===== src/rtl/mem_arb_pkg.sv =====
`default_nettype none
`timescale 1ns/1ps
// ============================================================================
// Module   : mem_arb_pkg
// Purpose  : Shared widths, tag type and helpers for mem_read_arbiter.
// Revision : 1.0 - initial release
// ============================================================================
package mem_arb_pkg;

    localparam int MEM_ADDR_W = 64;
    localparam int MEM_LEN_W  = 32;
    localparam int MEM_DATA_W = 512;
    localparam int MEM_KEEP_W = MEM_DATA_W / 8;
    localparam int MEM_STS_W  = 8;

    // Tags carry a requester index; 4 bits covers up to 16 requesters.
    localparam int TAG_W = 4;
    typedef logic [TAG_W-1:0] tag_t;

    function automatic int idx_width(input int n);
        return (n > 1) ? $clog2(n) : 1;
    endfunction

endpackage
`default_nettype wire


===== src/rtl/mem_read_arbiter_if.sv =====
`default_nettype none
`timescale 1ns/1ps
// ============================================================================
// Module   : mem_read_arbiter_if
// Purpose  : Requester command/data/status and memory-side bus bundle.
// Revision : 1.0 - initial release
// ============================================================================
interface mem_read_arbiter_if
    import mem_arb_pkg::*;
#(
    parameter int NUM_REQ = 2
);

    logic [NUM_REQ-1:0]                 s_cmd_valid;
    logic [NUM_REQ-1:0]                 s_cmd_ready;
    logic [NUM_REQ-1:0][MEM_ADDR_W-1:0] s_cmd_address;
    logic [NUM_REQ-1:0][MEM_LEN_W-1:0]  s_cmd_length;

    logic                               m_cmd_valid;
    logic                               m_cmd_ready;
    logic [MEM_ADDR_W-1:0]              m_cmd_address;
    logic [MEM_LEN_W-1:0]               m_cmd_length;

    logic                               s_mem_data_valid;
    logic                               s_mem_data_ready;
    logic                               s_mem_data_last;
    logic [MEM_DATA_W-1:0]              s_mem_data;
    logic [MEM_KEEP_W-1:0]              s_mem_keep;

    logic [NUM_REQ-1:0]                 m_req_data_valid;
    logic [NUM_REQ-1:0]                 m_req_data_last;
    logic [MEM_DATA_W-1:0]              m_req_data;
    logic [MEM_KEEP_W-1:0]              m_req_keep;
    logic [NUM_REQ-1:0]                 m_req_data_ready;

    logic                               s_mem_sts_valid;
    logic                               s_mem_sts_ready;
    logic [MEM_STS_W-1:0]               s_mem_sts_data;

    logic [NUM_REQ-1:0]                 m_req_sts_valid;
    logic [MEM_STS_W-1:0]               m_req_sts_data;
    logic [NUM_REQ-1:0]                 m_req_sts_ready;

    // Arbiter view
    modport slave (
        input  s_cmd_valid, s_cmd_address, s_cmd_length,
        output s_cmd_ready,
        output m_cmd_valid, m_cmd_address, m_cmd_length,
        input  m_cmd_ready,
        input  s_mem_data_valid, s_mem_data_last, s_mem_data, s_mem_keep,
        output s_mem_data_ready,
        output m_req_data_valid, m_req_data_last, m_req_data, m_req_keep,
        input  m_req_data_ready,
        input  s_mem_sts_valid, s_mem_sts_data,
        output s_mem_sts_ready,
        output m_req_sts_valid, m_req_sts_data,
        input  m_req_sts_ready
    );

    // Environment view (requesters plus memory)
    modport master (
        output s_cmd_valid, s_cmd_address, s_cmd_length,
        input  s_cmd_ready,
        input  m_cmd_valid, m_cmd_address, m_cmd_length,
        output m_cmd_ready,
        output s_mem_data_valid, s_mem_data_last, s_mem_data, s_mem_keep,
        input  s_mem_data_ready,
        input  m_req_data_valid, m_req_data_last, m_req_data, m_req_keep,
        output m_req_data_ready,
        output s_mem_sts_valid, s_mem_sts_data,
        input  s_mem_sts_ready,
        input  m_req_sts_valid, m_req_sts_data,
        output m_req_sts_ready
    );

endinterface
`default_nettype wire


===== src/rtl/tag_fifo.sv =====
`default_nettype none
`timescale 1ns/1ps
// ============================================================================
// Module   : tag_fifo
// Purpose  : Synchronous FIFO of requester tags with full/empty flags.
// Revision : 1.0 - initial release
// ============================================================================
module tag_fifo
    import mem_arb_pkg::*;
#(
    parameter int DEPTH = 8
)(
    input  wire logic clk,
    input  wire logic rst,
    input  wire logic i_push,
    input  tag_t      i_data,
    input  wire logic i_pop,
    output tag_t      o_data,
    output logic      o_full,
    output logic      o_empty
);

    localparam int AW = $clog2(DEPTH);

    logic [AW:0] r_wr_ptr;
    logic [AW:0] r_rd_ptr;
    tag_t        r_mem [DEPTH];
    logic        w_push;
    logic        w_pop;

    // Full blocks a push even if the head pops in the same cycle.
    assign w_push  = i_push && !o_full;
    assign w_pop   = i_pop && !o_empty;
    assign o_empty = (r_wr_ptr == r_rd_ptr);
    assign o_full  = (r_wr_ptr[AW] != r_rd_ptr[AW]) &&
                     (r_wr_ptr[AW-1:0] == r_rd_ptr[AW-1:0]);
    assign o_data  = r_mem[r_rd_ptr[AW-1:0]];

    always_ff @(posedge clk or posedge rst) begin
        if (rst) begin
            r_wr_ptr <= '0;
            r_rd_ptr <= '0;
        end else begin
            if (w_push) r_wr_ptr <= r_wr_ptr + {{AW{1'b0}}, 1'b1};
            if (w_pop)  r_rd_ptr <= r_rd_ptr + {{AW{1'b0}}, 1'b1};
        end
    end

    always_ff @(posedge clk) begin
        if (w_push) r_mem[r_wr_ptr[AW-1:0]] <= i_data;
    end

endmodule
`default_nettype wire


===== src/rtl/mem_read_arbiter.sv =====
`default_nettype none
`timescale 1ns/1ps
// ============================================================================
// Module   : mem_read_arbiter
// Purpose  : Shares one memory read channel among NUM_REQ requesters and
//            steers returned data/status back by tag order.
//            Option: MEM_ARB_STRICT_PRIO_EN selects fixed priority (index 0
//            highest) instead of round-robin.
// Revision : 1.0 - initial release
// ============================================================================
module mem_read_arbiter
    import mem_arb_pkg::*;
#(
    parameter int NUM_REQ   = 2,
    parameter int TAG_DEPTH = 8
)(
    input  wire logic                   net_clk,
    input  wire logic                   net_areset,
    mem_read_arbiter_if.slave           bus,
    output logic [$clog2(TAG_DEPTH):0]  outstanding
);

    localparam int IDX_W = idx_width(NUM_REQ);
    localparam int OUT_W = $clog2(TAG_DEPTH) + 1;

    logic [IDX_W-1:0]      w_grant;
    logic                  w_grant_any;
    logic                  w_can_accept;
    logic                  w_accept;
    tag_t                  w_push_tag;

    logic                  r_cmd_valid;
    logic [MEM_ADDR_W-1:0] r_cmd_address;
    logic [MEM_LEN_W-1:0]  r_cmd_length;
    logic [OUT_W-1:0]      r_outstanding;

    tag_t                  w_data_head;
    tag_t                  w_sts_head;
    logic                  w_data_full;
    logic                  w_data_empty;
    logic                  w_sts_full;
    logic                  w_sts_empty;
    logic                  w_data_pop;
    logic                  w_sts_pop;

`ifdef MEM_ARB_STRICT_PRIO_EN
    always_comb begin
        w_grant_any = 1'b0;
        w_grant     = '0;
        for (int i = NUM_REQ - 1; i >= 0; i--) begin
            if (bus.s_cmd_valid[i]) begin
                w_grant_any = 1'b1;
                w_grant     = IDX_W'(i);
            end
        end
    end
`else
    logic [IDX_W-1:0] r_rr_ptr;

    // Lowest valid index overall, then overridden by lowest valid at/after pointer.
    always_comb begin
        w_grant_any = 1'b0;
        w_grant     = '0;
        for (int i = NUM_REQ - 1; i >= 0; i--) begin
            if (bus.s_cmd_valid[i]) begin
                w_grant_any = 1'b1;
                w_grant     = IDX_W'(i);
            end
        end
        for (int i = NUM_REQ - 1; i >= 0; i--) begin
            if (bus.s_cmd_valid[i] && (IDX_W'(i) >= r_rr_ptr)) begin
                w_grant = IDX_W'(i);
            end
        end
    end

    always_ff @(posedge net_clk or posedge net_areset) begin
        if (net_areset) begin
            r_rr_ptr <= '0;
        end else if (w_accept) begin
            r_rr_ptr <= (w_grant == IDX_W'(NUM_REQ - 1)) ? '0 : w_grant + IDX_W'(1);
        end
    end
`endif

    assign w_can_accept = (!r_cmd_valid || bus.m_cmd_ready) &&
                          !w_data_full && !w_sts_full && !net_areset;
    assign w_accept     = w_grant_any && w_can_accept;
    assign w_push_tag   = tag_t'(w_grant);

    always_comb begin
        bus.s_cmd_ready = '0;
        for (int i = 0; i < NUM_REQ; i++) begin
            bus.s_cmd_ready[i] = w_accept && (w_grant == IDX_W'(i));
        end
    end

    always_ff @(posedge net_clk or posedge net_areset) begin
        if (net_areset) begin
            r_cmd_valid   <= 1'b0;
            r_cmd_address <= '0;
            r_cmd_length  <= '0;
        end else if (w_accept) begin
            r_cmd_valid   <= 1'b1;
            r_cmd_address <= bus.s_cmd_address[w_grant];
            r_cmd_length  <= bus.s_cmd_length[w_grant];
        end else if (bus.m_cmd_ready) begin
            r_cmd_valid   <= 1'b0;
        end
    end

    assign bus.m_cmd_valid   = r_cmd_valid;
    assign bus.m_cmd_address = r_cmd_address;
    assign bus.m_cmd_length  = r_cmd_length;

    tag_fifo #(.DEPTH(TAG_DEPTH)) u_data_tag (
        .clk     (net_clk),
        .rst     (net_areset),
        .i_push  (w_accept),
        .i_data  (w_push_tag),
        .i_pop   (w_data_pop),
        .o_data  (w_data_head),
        .o_full  (w_data_full),
        .o_empty (w_data_empty)
    );

    tag_fifo #(.DEPTH(TAG_DEPTH)) u_sts_tag (
        .clk     (net_clk),
        .rst     (net_areset),
        .i_push  (w_accept),
        .i_data  (w_push_tag),
        .i_pop   (w_sts_pop),
        .o_data  (w_sts_head),
        .o_full  (w_sts_full),
        .o_empty (w_sts_empty)
    );

    // Zero-latency steering: the FIFO head picks which requester sees valid/ready.
    always_comb begin
        bus.m_req_data_valid = '0;
        bus.s_mem_data_ready = 1'b0;
        bus.m_req_sts_valid  = '0;
        bus.s_mem_sts_ready  = 1'b0;
        for (int i = 0; i < NUM_REQ; i++) begin
            if (!w_data_empty && (w_data_head == tag_t'(i))) begin
                bus.m_req_data_valid[i] = bus.s_mem_data_valid;
                bus.s_mem_data_ready    = bus.m_req_data_ready[i];
            end
            if (!w_sts_empty && (w_sts_head == tag_t'(i))) begin
                bus.m_req_sts_valid[i]  = bus.s_mem_sts_valid;
                bus.s_mem_sts_ready     = bus.m_req_sts_ready[i];
            end
        end
    end

    assign w_data_pop = bus.s_mem_data_valid && bus.s_mem_data_ready && bus.s_mem_data_last;
    assign w_sts_pop  = bus.s_mem_sts_valid && bus.s_mem_sts_ready;

    assign bus.m_req_data      = bus.s_mem_data;
    assign bus.m_req_keep      = bus.s_mem_keep;
    assign bus.m_req_data_last = {NUM_REQ{bus.s_mem_data_last}};
    assign bus.m_req_sts_data  = bus.s_mem_sts_data;

    always_ff @(posedge net_clk or posedge net_areset) begin
        if (net_areset) begin
            r_outstanding <= '0;
        end else begin
            case ({w_accept, w_sts_pop})
                2'b10:   r_outstanding <= r_outstanding + OUT_W'(1);
                2'b01:   r_outstanding <= r_outstanding - OUT_W'(1);
                default: r_outstanding <= r_outstanding;
            endcase
        end
    end

    assign outstanding = r_outstanding;

endmodule
`default_nettype wire


===== src/flat_wrapper.sv =====
// flat-port wrapper written by rule: the top's interface ports become plain ports
module mem_read_arbiter_flat import mem_arb_pkg::*;
#(
    parameter int NUM_REQ   = 2,
    parameter int TAG_DEPTH = 8
)
  (net_clk, net_areset, outstanding, bus_s_cmd_valid, bus_s_cmd_address, bus_s_cmd_length, bus_s_cmd_ready, bus_m_cmd_valid, bus_m_cmd_address, bus_m_cmd_length, bus_m_cmd_ready, bus_s_mem_data_valid, bus_s_mem_data_last, bus_s_mem_data, bus_s_mem_keep, bus_s_mem_data_ready, bus_m_req_data_valid, bus_m_req_data_last, bus_m_req_data, bus_m_req_keep, bus_m_req_data_ready, bus_s_mem_sts_valid, bus_s_mem_sts_data, bus_s_mem_sts_ready, bus_m_req_sts_valid, bus_m_req_sts_data, bus_m_req_sts_ready);
  mem_read_arbiter_if #(.NUM_REQ(NUM_REQ)) bus_i ();
  input  wire logic net_clk;
  input  wire logic net_areset;
  output logic [$clog2(TAG_DEPTH):0] outstanding;
  input wire logic [$bits(bus_i.s_cmd_valid)-1:0] bus_s_cmd_valid;
  input wire logic [$bits(bus_i.s_cmd_address)-1:0] bus_s_cmd_address;
  input wire logic [$bits(bus_i.s_cmd_length)-1:0] bus_s_cmd_length;
  output wire logic [$bits(bus_i.s_cmd_ready)-1:0] bus_s_cmd_ready;
  output wire logic [$bits(bus_i.m_cmd_valid)-1:0] bus_m_cmd_valid;
  output wire logic [$bits(bus_i.m_cmd_address)-1:0] bus_m_cmd_address;
  output wire logic [$bits(bus_i.m_cmd_length)-1:0] bus_m_cmd_length;
  input wire logic [$bits(bus_i.m_cmd_ready)-1:0] bus_m_cmd_ready;
  input wire logic [$bits(bus_i.s_mem_data_valid)-1:0] bus_s_mem_data_valid;
  input wire logic [$bits(bus_i.s_mem_data_last)-1:0] bus_s_mem_data_last;
  input wire logic [$bits(bus_i.s_mem_data)-1:0] bus_s_mem_data;
  input wire logic [$bits(bus_i.s_mem_keep)-1:0] bus_s_mem_keep;
  output wire logic [$bits(bus_i.s_mem_data_ready)-1:0] bus_s_mem_data_ready;
  output wire logic [$bits(bus_i.m_req_data_valid)-1:0] bus_m_req_data_valid;
  output wire logic [$bits(bus_i.m_req_data_last)-1:0] bus_m_req_data_last;
  output wire logic [$bits(bus_i.m_req_data)-1:0] bus_m_req_data;
  output wire logic [$bits(bus_i.m_req_keep)-1:0] bus_m_req_keep;
  input wire logic [$bits(bus_i.m_req_data_ready)-1:0] bus_m_req_data_ready;
  input wire logic [$bits(bus_i.s_mem_sts_valid)-1:0] bus_s_mem_sts_valid;
  input wire logic [$bits(bus_i.s_mem_sts_data)-1:0] bus_s_mem_sts_data;
  output wire logic [$bits(bus_i.s_mem_sts_ready)-1:0] bus_s_mem_sts_ready;
  output wire logic [$bits(bus_i.m_req_sts_valid)-1:0] bus_m_req_sts_valid;
  output wire logic [$bits(bus_i.m_req_sts_data)-1:0] bus_m_req_sts_data;
  input wire logic [$bits(bus_i.m_req_sts_ready)-1:0] bus_m_req_sts_ready;
  assign bus_i.s_cmd_valid = bus_s_cmd_valid;
  assign bus_i.s_cmd_address = bus_s_cmd_address;
  assign bus_i.s_cmd_length = bus_s_cmd_length;
  assign bus_s_cmd_ready = bus_i.s_cmd_ready;
  assign bus_m_cmd_valid = bus_i.m_cmd_valid;
  assign bus_m_cmd_address = bus_i.m_cmd_address;
  assign bus_m_cmd_length = bus_i.m_cmd_length;
  assign bus_i.m_cmd_ready = bus_m_cmd_ready;
  assign bus_i.s_mem_data_valid = bus_s_mem_data_valid;
  assign bus_i.s_mem_data_last = bus_s_mem_data_last;
  assign bus_i.s_mem_data = bus_s_mem_data;
  assign bus_i.s_mem_keep = bus_s_mem_keep;
  assign bus_s_mem_data_ready = bus_i.s_mem_data_ready;
  assign bus_m_req_data_valid = bus_i.m_req_data_valid;
  assign bus_m_req_data_last = bus_i.m_req_data_last;
  assign bus_m_req_data = bus_i.m_req_data;
  assign bus_m_req_keep = bus_i.m_req_keep;
  assign bus_i.m_req_data_ready = bus_m_req_data_ready;
  assign bus_i.s_mem_sts_valid = bus_s_mem_sts_valid;
  assign bus_i.s_mem_sts_data = bus_s_mem_sts_data;
  assign bus_s_mem_sts_ready = bus_i.s_mem_sts_ready;
  assign bus_m_req_sts_valid = bus_i.m_req_sts_valid;
  assign bus_m_req_sts_data = bus_i.m_req_sts_data;
  assign bus_i.m_req_sts_ready = bus_m_req_sts_ready;
  mem_read_arbiter #(.NUM_REQ(NUM_REQ), .TAG_DEPTH(TAG_DEPTH)) u_core (.net_clk(net_clk), .net_areset(net_areset), .bus(bus_i), .outstanding(outstanding));
endmodule

===== config.mk =====
export PLATFORM = sky130hd
export DESIGN_NAME = mem_read_arbiter_flat
export DESIGN_NICKNAME = d
export VERILOG_FILES = /design/src/rtl/mem_arb_pkg.sv /design/src/rtl/mem_read_arbiter_if.sv /design/src/rtl/tag_fifo.sv /design/src/rtl/mem_read_arbiter.sv /design/src/flat_wrapper.sv
export SDC_FILE = /design/constraint.sdc
export NUM_CORES = 1
export LEC_CHECK = 0
export ABC_CLOCK_PERIOD_IN_PS = 4200
export CAP_MARGIN = 30
export CORE_AREA = 4 4 570 572
export CTS_BUF_LIST = sky130_fd_sc_hd__clkbuf_4 sky130_fd_sc_hd__clkbuf_8 sky130_fd_sc_hd__clkbuf_16
export CTS_CLUSTER_SIZE = 24
export DETAILED_ROUTE_END_ITERATION = 10
export DIE_AREA = 0 0 574 576
export PLACE_DENSITY = 0.3
export SYNTH_ARGS = -nofsm -noshare
export SYNTH_HDL_FRONTEND = slang
export SYNTH_HIERARCHICAL = 1
export SYNTH_SLANG_ARGS = --single-unit

===== constraint.sdc =====
create_clock -name net_clk -period 4.2 [get_ports net_clk]
set_input_delay 0.63 -clock net_clk [delete_from_list [all_inputs] [get_ports net_clk]]
set_output_delay 0.63 -clock net_clk [all_outputs]
set_load 0.1 [all_outputs]

==> results of run 1 <==
registers in the layout, summed over array words and instances, names as in the netlist:
| signal | flops |
|---|---|
| u_core/bus.m_cmd_address | 64 |
| u_core/bus.m_cmd_length | 32 |
| u_core/bus.m_cmd_valid | 1 |
| u_core/outstanding | 4 |
| u_core/r_rr_ptr | 1 |
| u_core/u_data_tag/r_mem | 32 |
| u_core/u_data_tag/r_rd_ptr | 4 |
| u_core/u_data_tag/r_wr_ptr | 4 |
| u_core/u_sts_tag/r_mem | 32 |
| u_core/u_sts_tag/r_rd_ptr | 4 |
| u_core/u_sts_tag/r_wr_ptr | 4 |
per-layer routing:
metal,vias to the layer above,GRT usage
met5,-,0.0138
met4,54,0.0348
met3,250,0.175
met2,1455,0.200
met1,4816,0.0749
li1,3930,-
cells by family after synthesis:
family | share of synthesized area
buf+inv | 0.352
compound gates | 0.143
flops | 0.350
simple gates | 0.0876
mux | 0.0405
xor+xnor | 0.0191
fa+ha+maj | 0.00773
other cells | 0.000269
cells in the mapped netlist (5+ instances only):
cell type	number	area, µm²
a31oi_1	192	1200
buf_2	24	120
buf_4	588	4410
buf_6	7	78.8
clkbuf_1	58	218
dfrtp_1	118	2950
edfxtp_1	64	1920
ha_1	7	87.6
inv_1	12	45.0
mux2_2	10	113
mux4_2	16	360
nand2_1	12	45.0
nand2b_1	6	37.5
nand3b_1	96	721
nor2_1	15	56.3
nor3_1	6	30.0
o21ai_0	92	460
o21ai_1	5	25.0
o311ai_0	5	43.8
xnor2_1	11	96.3
tightest hold or removal path, stage by stage (launching register included):
cell     delay [ns]
dfrtp_1        0.35
a31oi_1        0.04
a31oi_1        0.12
power groups by stage:
stage	registers, W	clock network (W)	logic (W)
2_1_floorplan	0.00631	0	0.00475
3_3_place_gp	0.00317	0	0.00809
3_5_place_dp	0.00318	0	0.00855
4_1_cts	0.00314	0.00241	0.00856
5_1_grt	0.00322	0.00242	0.00874
6_report	0.00314	0.00223	0.00837
path summary, 6_finish.rpt:
path / from / endpoint / slack, ns / cells after the start
max in group asynchronous: net_areset / u_core/bus.m_cmd_length[2]$_DFFE_PP0P_ / 2.67 / 3
setup / recovery: u_core/u_sts_tag/r_rd_ptr[0]$_DFFE_PP0P_ / u_core/outstanding[3]$_DFFE_PP0P_ / 0.40 / 12
setup reg to reg: u_core/u_sts_tag/r_rd_ptr[0]$_DFFE_PP0P_ / u_core/outstanding[3]$_DFFE_PP0P_ / 0.40 / 12
hold reg to reg: u_core/bus.m_cmd_address[3]$_DFFE_PP0P_ / u_core/bus.m_cmd_address[3]$_DFFE_PP0P_ / 0.56 / 2
min in group asynchronous: net_areset / u_core/u_data_tag/r_wr_ptr[0]$_DFFE_PP0P_ / 0.58 / 2
hold / removal: u_core/bus.m_cmd_address[3]$_DFFE_PP0P_ / u_core/bus.m_cmd_address[3]$_DFFE_PP0P_ / 0.56 / 2
per-stage QoR:
step           std cells  hold WS (ns)  instance area (µm²)    util  worst slack (ns)
6_report            5412         0.556                19100  0.0595             0.401
5_1_grt             5391         0.572                19000  0.0594            0.0649
4_1_cts             5381         0.534                19000  0.0593             0.279
3_5_place_dp        5348         0.541                18300  0.0571             0.367
3_3_place_gp        5332         0.536                17900  0.0559             0.292
2_1_floorplan       1470         0.446                14100       -             0.334
cell type report:
type	instances	area [µm²]
Fill cell	37600	301000
Sequential cell	182	4870
Multi-Input combinational cell	593	4340
Tap cell	4200	5260
Inverter	14	67.6
Timing Repair Buffer	359	3750
Antenna cell	31	77.6
Clock inverter	11	159
Clock buffer	22	539
==> results.yml, run 1 <==
setup_path:
  path_class: "reg2reg"
  critPathMaxStageDelay_ns: 0.64
  crit_buf_inv: 2
  cp_slowest_cell: "or4b_2"
  crit_path_cell_trace: "buf_4 > mux4_2 > mux2_2 > nor4_1 > buf_4 > nand2_1 > nor2_1 > ha_1 > ha_1 > or4b_2 > o311ai_0 > o211ai_1"
  crit_family: "simple AND/OR/NAND/NOR gates"
  critPathLaunchType: "flip-flop"
  cp_max_fo: 7
  crit_required_ns: 4.61
  endpoint_kind: "flip-flop"
  arrival_ns: 4.21
power_and_ir_drop:
  p_sw_frac: 0.572
  clock_power_share: 0.162
  power.density_nw_per_um2: 721
  p_seq_frac: 0.228
  intPower_w: 0.00587
  leakage_nw: 5.19
  comb_power_share: 0.610
  switchingPower_w: 0.00786
  post-layout-total-power_w: 0.0137
  irDropWorstVdd_v: 0.000290
sta:
  fin_crit_sh: 0.904
  relSlewSlack: 0.307
  finalCriticalPeriod_ns: 3.80
  slew_viol_final: 0
  fmax_ghz: 0.263
  fin_skew_ns: 0.0605
  worst_pin_slew_ns: 1.04
  tns_ns: 0
  final-setup-viol-count: 0
  finalHoldViolations: 0
  rsz0062_at_grt: "false"
clock_tree:
  clockBufferDepth: 3
  cts_tree: "done"
  clock_latency_ns: 0.60
  numCtsBuffers: 21
  root_buffer: "clkbuf_16"
  htree_levels: 4
  cts_setup_buffers: 0
  clkSlewWorstSetupHoldPaths_ns: 0.10
  cts_resized: 0
  cts_sinks: 182
  cts.hold.buffers_added: 0
global_route:
  grt_max_degree: 98
  grt.total_usage: 0.124
  grt_pass1_wl_um: 240000
  antenna_found_initial: 76
  grt_pass1_vias: 10500
  grt.overflow.total: 0
layout:
  area_growth_pct: 36.9
  layout-drive-gt1-share: 0.157
  final_nets: 1967
  layout_commonest_cell: "clkdlybuf4s50_1"
  most-common-layout-cells: "clkdlybuf4s50_1 (269), a31oi_1 (192), dfrtp_1 (118), nand3b_1 (96), o21ai_0 (92)"
drt:
  highest_layer: "met5"
  dr.pass1.iters: 5
  via_per_inst: 1.94
  via_count: 10500
  drt-total-wl_um: 214000
  met3WireLength_um: 63400
  antenna_left: 0
  drc: 0
  drt_iter0_drc: 642
  avgRoutedWirePerCell_um: 39.6
  drt-met1-wl_um: 44900
  wl_met2_um: 97600
logic_synthesis:
  async_reset_ff_frac: 0.648
  synthFlopType: "dfrtp_1"
  synth_edf_count: 64
  synth_area_per_cell_um2: 9.78
  yosysWarnings: 6
  mappedNetlistArea_um2: 13900
  ys_seq_area_frac: 0.350
  ys_ff_latch: 182
  synth_cells: 1423
  synth.distinct_cells: 53
floorplan:
  core_region_area_um2: 320000
  dieArea_um2: 331000
  start_util: 0.0435
  ios: 1483
  placementRows: 208
  die_w_um: 574
  die_height_um: 576
place:
  numPortBuffers: 314
  gp_congestion: 1.01
  hpwl_um: 194000
worst_hold_path:
  hp-class: "reg2reg"
status:
  outcome: "completed"
run:
  max_cap_violations: 0
Power figures use the tool's default switching activity.
==> run 2: changes to the inputs <==
Settings changed: CORE_AREA 4 4 570 572 to 2 2 585 587, CTS_CLUSTER_DIAMETER set to 50, DIE_AREA 0 0 574 576 to 0 0 587 589.
==> run 2 against run 1 <==
Net effect: sequential power down 2%; sequential share of layout area shrank 0.29 points; non-clock buffer count fell by 10; utilization shrank 0.27 points; worst hold slack hardly changed; sequential cell count unchanged; total power down 0.39%; clock skew grew 0.0066 ns; register-to-register slack got worse by 0.11 ns; final area increased by 1.1%; clock-buffer cell count is the same.
==> results.yml, run 2 (synthesis results as in run 1) <==
clock_tree:
  root_buffer: "clkbuf_16"
  cts_setup_buffers: 0
  numCtsBuffers: 21
  cts_tree: "done"
  clkSlewWorstSetupHoldPaths_ns: 0.08
  cts_sinks: 182
  clockBufferDepth: 3
  cts.hold.buffers_added: 0
  clock_latency_ns: 0.61
  cts_resized: 0
  htree_levels: 4
setup_path:
  cpMostUsedCell: "ha_1"
  arrival_ns: 4.32
  cp_slowest_cell: "dfrtp_1"
  crit_path_cell_trace: "mux4_2 > mux2_2 > nor4_1 > buf_4 > nand2_1 > nor2_1 > ha_1 > ha_1 > or4b_2 > o311ai_0 > o211ai_1"
  crit_buf_inv: 1
  crit_required_ns: 4.61
  path_class: "reg2reg"
  crit_family: "simple AND/OR/NAND/NOR gates"
  critPathLaunchType: "flip-flop"
  critPathMaxStageDelay_ns: 0.69
  cp_max_fo: 9
  endpoint_kind: "flip-flop"
global_route:
  grt_max_degree: 121
  antenna_found_initial: 82
  grt_pass1_vias: 10400
  grt_use_met1: 0.0697
  grt.total_usage: 0.120
  met2_usage: 0.204
  grt_pass1_wl_um: 243000
  grt.overflow.total: 0
  top_usage_layer: "met2"
  met3_usage: 0.163
sta:
  slew_viol_final: 0
  finalCriticalPeriod_ns: 3.91
  worst_pin_slew_ns: 1.04
  fin_crit_sh: 0.931
  tns_ns: 0
  fin_skew_ns: 0.0671
  final-setup-viol-count: 0
  fmax_ghz: 0.256
  relSlewSlack: 0.302
  hold_ws_ns: 0.555
  finalHoldViolations: 0
  rsz0062_at_grt: "false"
drt:
  avgRoutedWirePerCell_um: 37.7
  antenna_left: 0
  drt_iter0_drc: 900
  dr.pass1.iters: 5
  drt-total-wl_um: 216000
  drc: 0
  via_count: 10600
  via_per_inst: 1.85
worst_hold_path:
  hp-class: "reg2reg"
layout:
  final_nets: 1957
  most-common-layout-cells: "clkdlybuf4s50_1 (266), a31oi_1 (192), dfrtp_1 (118), nand3b_1 (96), o21ai_0 (92)"
  layout_commonest_cell: "clkdlybuf4s50_1"
  largest_reg_flops: 64
  area_growth_pct: 38.5
  finalInstanceArea_um2: 19300
  layout-drive-gt1-share: 0.152
  fin_cells: 5731
floorplan:
  core_region_area_um2: 339000
  die_height_um: 589
  placementRows: 214
  die_w_um: 587
  dieArea_um2: 346000
  start_util: 0.0411
  ios: 1483
place:
  gp_congestion: 1.01
  place_area_um2: 18500
  dp_cells: 5674
  numPortBuffers: 314
  hpwl_um: 193000
power_and_ir_drop:
  leakage_nw: 5.11
  irDropWorstVdd_v: 0.000250
  power.density_nw_per_um2: 710
status:
  outcome: "completed"
run:
  max_cap_violations: 0
## run 2: changes by cell type in the layout (fill, tap and decap cells not counted), moves of 2 or more
cell,previous run,this run
diode_2,31,24
buf_16,14,9
buf_12,8,5
clkdlybuf4s50_1,269,266
inv_6,6,3
bufinv_16,3,5
## run 2: worst paths after layout
kind                                                          start                                  endpoint  slack, ns  cells past startpoint
min in group asynchronous                                net_areset  u_core/u_sts_tag/r_rd_ptr[2]$_DFFE_PP0P_       0.61                      2
max in group asynchronous                                net_areset  u_core/bus.m_cmd_address[53]$_DFFE_PP0P_       2.58                      3
setup reg to reg           u_core/u_sts_tag/r_rd_ptr[0]$_DFFE_PP0P_         u_core/outstanding[3]$_DFFE_PP0P_       0.29                     11
setup / recovery           u_core/u_sts_tag/r_rd_ptr[0]$_DFFE_PP0P_         u_core/outstanding[3]$_DFFE_PP0P_       0.29                     11
hold / removal                    u_core/outstanding[2]$_DFFE_PP0P_         u_core/outstanding[2]$_DFFE_PP0P_       0.56                      2
hold reg to reg                   u_core/outstanding[2]$_DFFE_PP0P_         u_core/outstanding[2]$_DFFE_PP0P_       0.56                      2
## run 2: layout make-up
| class | count | area, µm² |
|---|---|---|
| timing repair buffer | 349 | 3530 |
| multi-input combinational | 593 | 4340 |
| tap | 4536 | 5680 |
| fill | 40000 | 320000 |
| sequential | 182 | 4870 |
| inverter | 14 | 70.1 |
| antenna | 24 | 60.1 |
| clock buffer | 22 | 533 |
| clock inverter | 11 | 195 |
## run 2: per-layer routing
metal  routed length (µm)  share of wire
met5                  836         0.0039
met4                 6110          0.028
met3                62000           0.29
met2               103000           0.48
met1                43700           0.20
## run 2: power breakdown
group | internal [W] | total [W] | switching (W)
sequential | 0.00245 | 0.00308 | 0.000631
combinational | 0.00212 | 0.00822 | 0.00610
clock | 0.00125 | 0.00238 | 0.00113
## run 2: worst min-delay path, stage by stage (launching register included)
cell     delay, ns
dfrtp_1       0.39
nand2_1       0.06
o21ai_0       0.06
## run 2: stage by stage
step                  util  worst slack, ns  total power (W)
floorplan                -            0.334           0.0111
global placement    0.0538            0.184           0.0112
detailed placement  0.0545            0.278           0.0115
CTS                 0.0567            0.206           0.0141
global route        0.0567           0.0330           0.0144
finish              0.0569            0.289           0.0137
==> run 3: changes to the inputs <==
Settings changed: TNS_END_PERCENT set to 10.
==> results of run 3 <==
The final DEF is identical to that of run 2; final timing and power are the same.
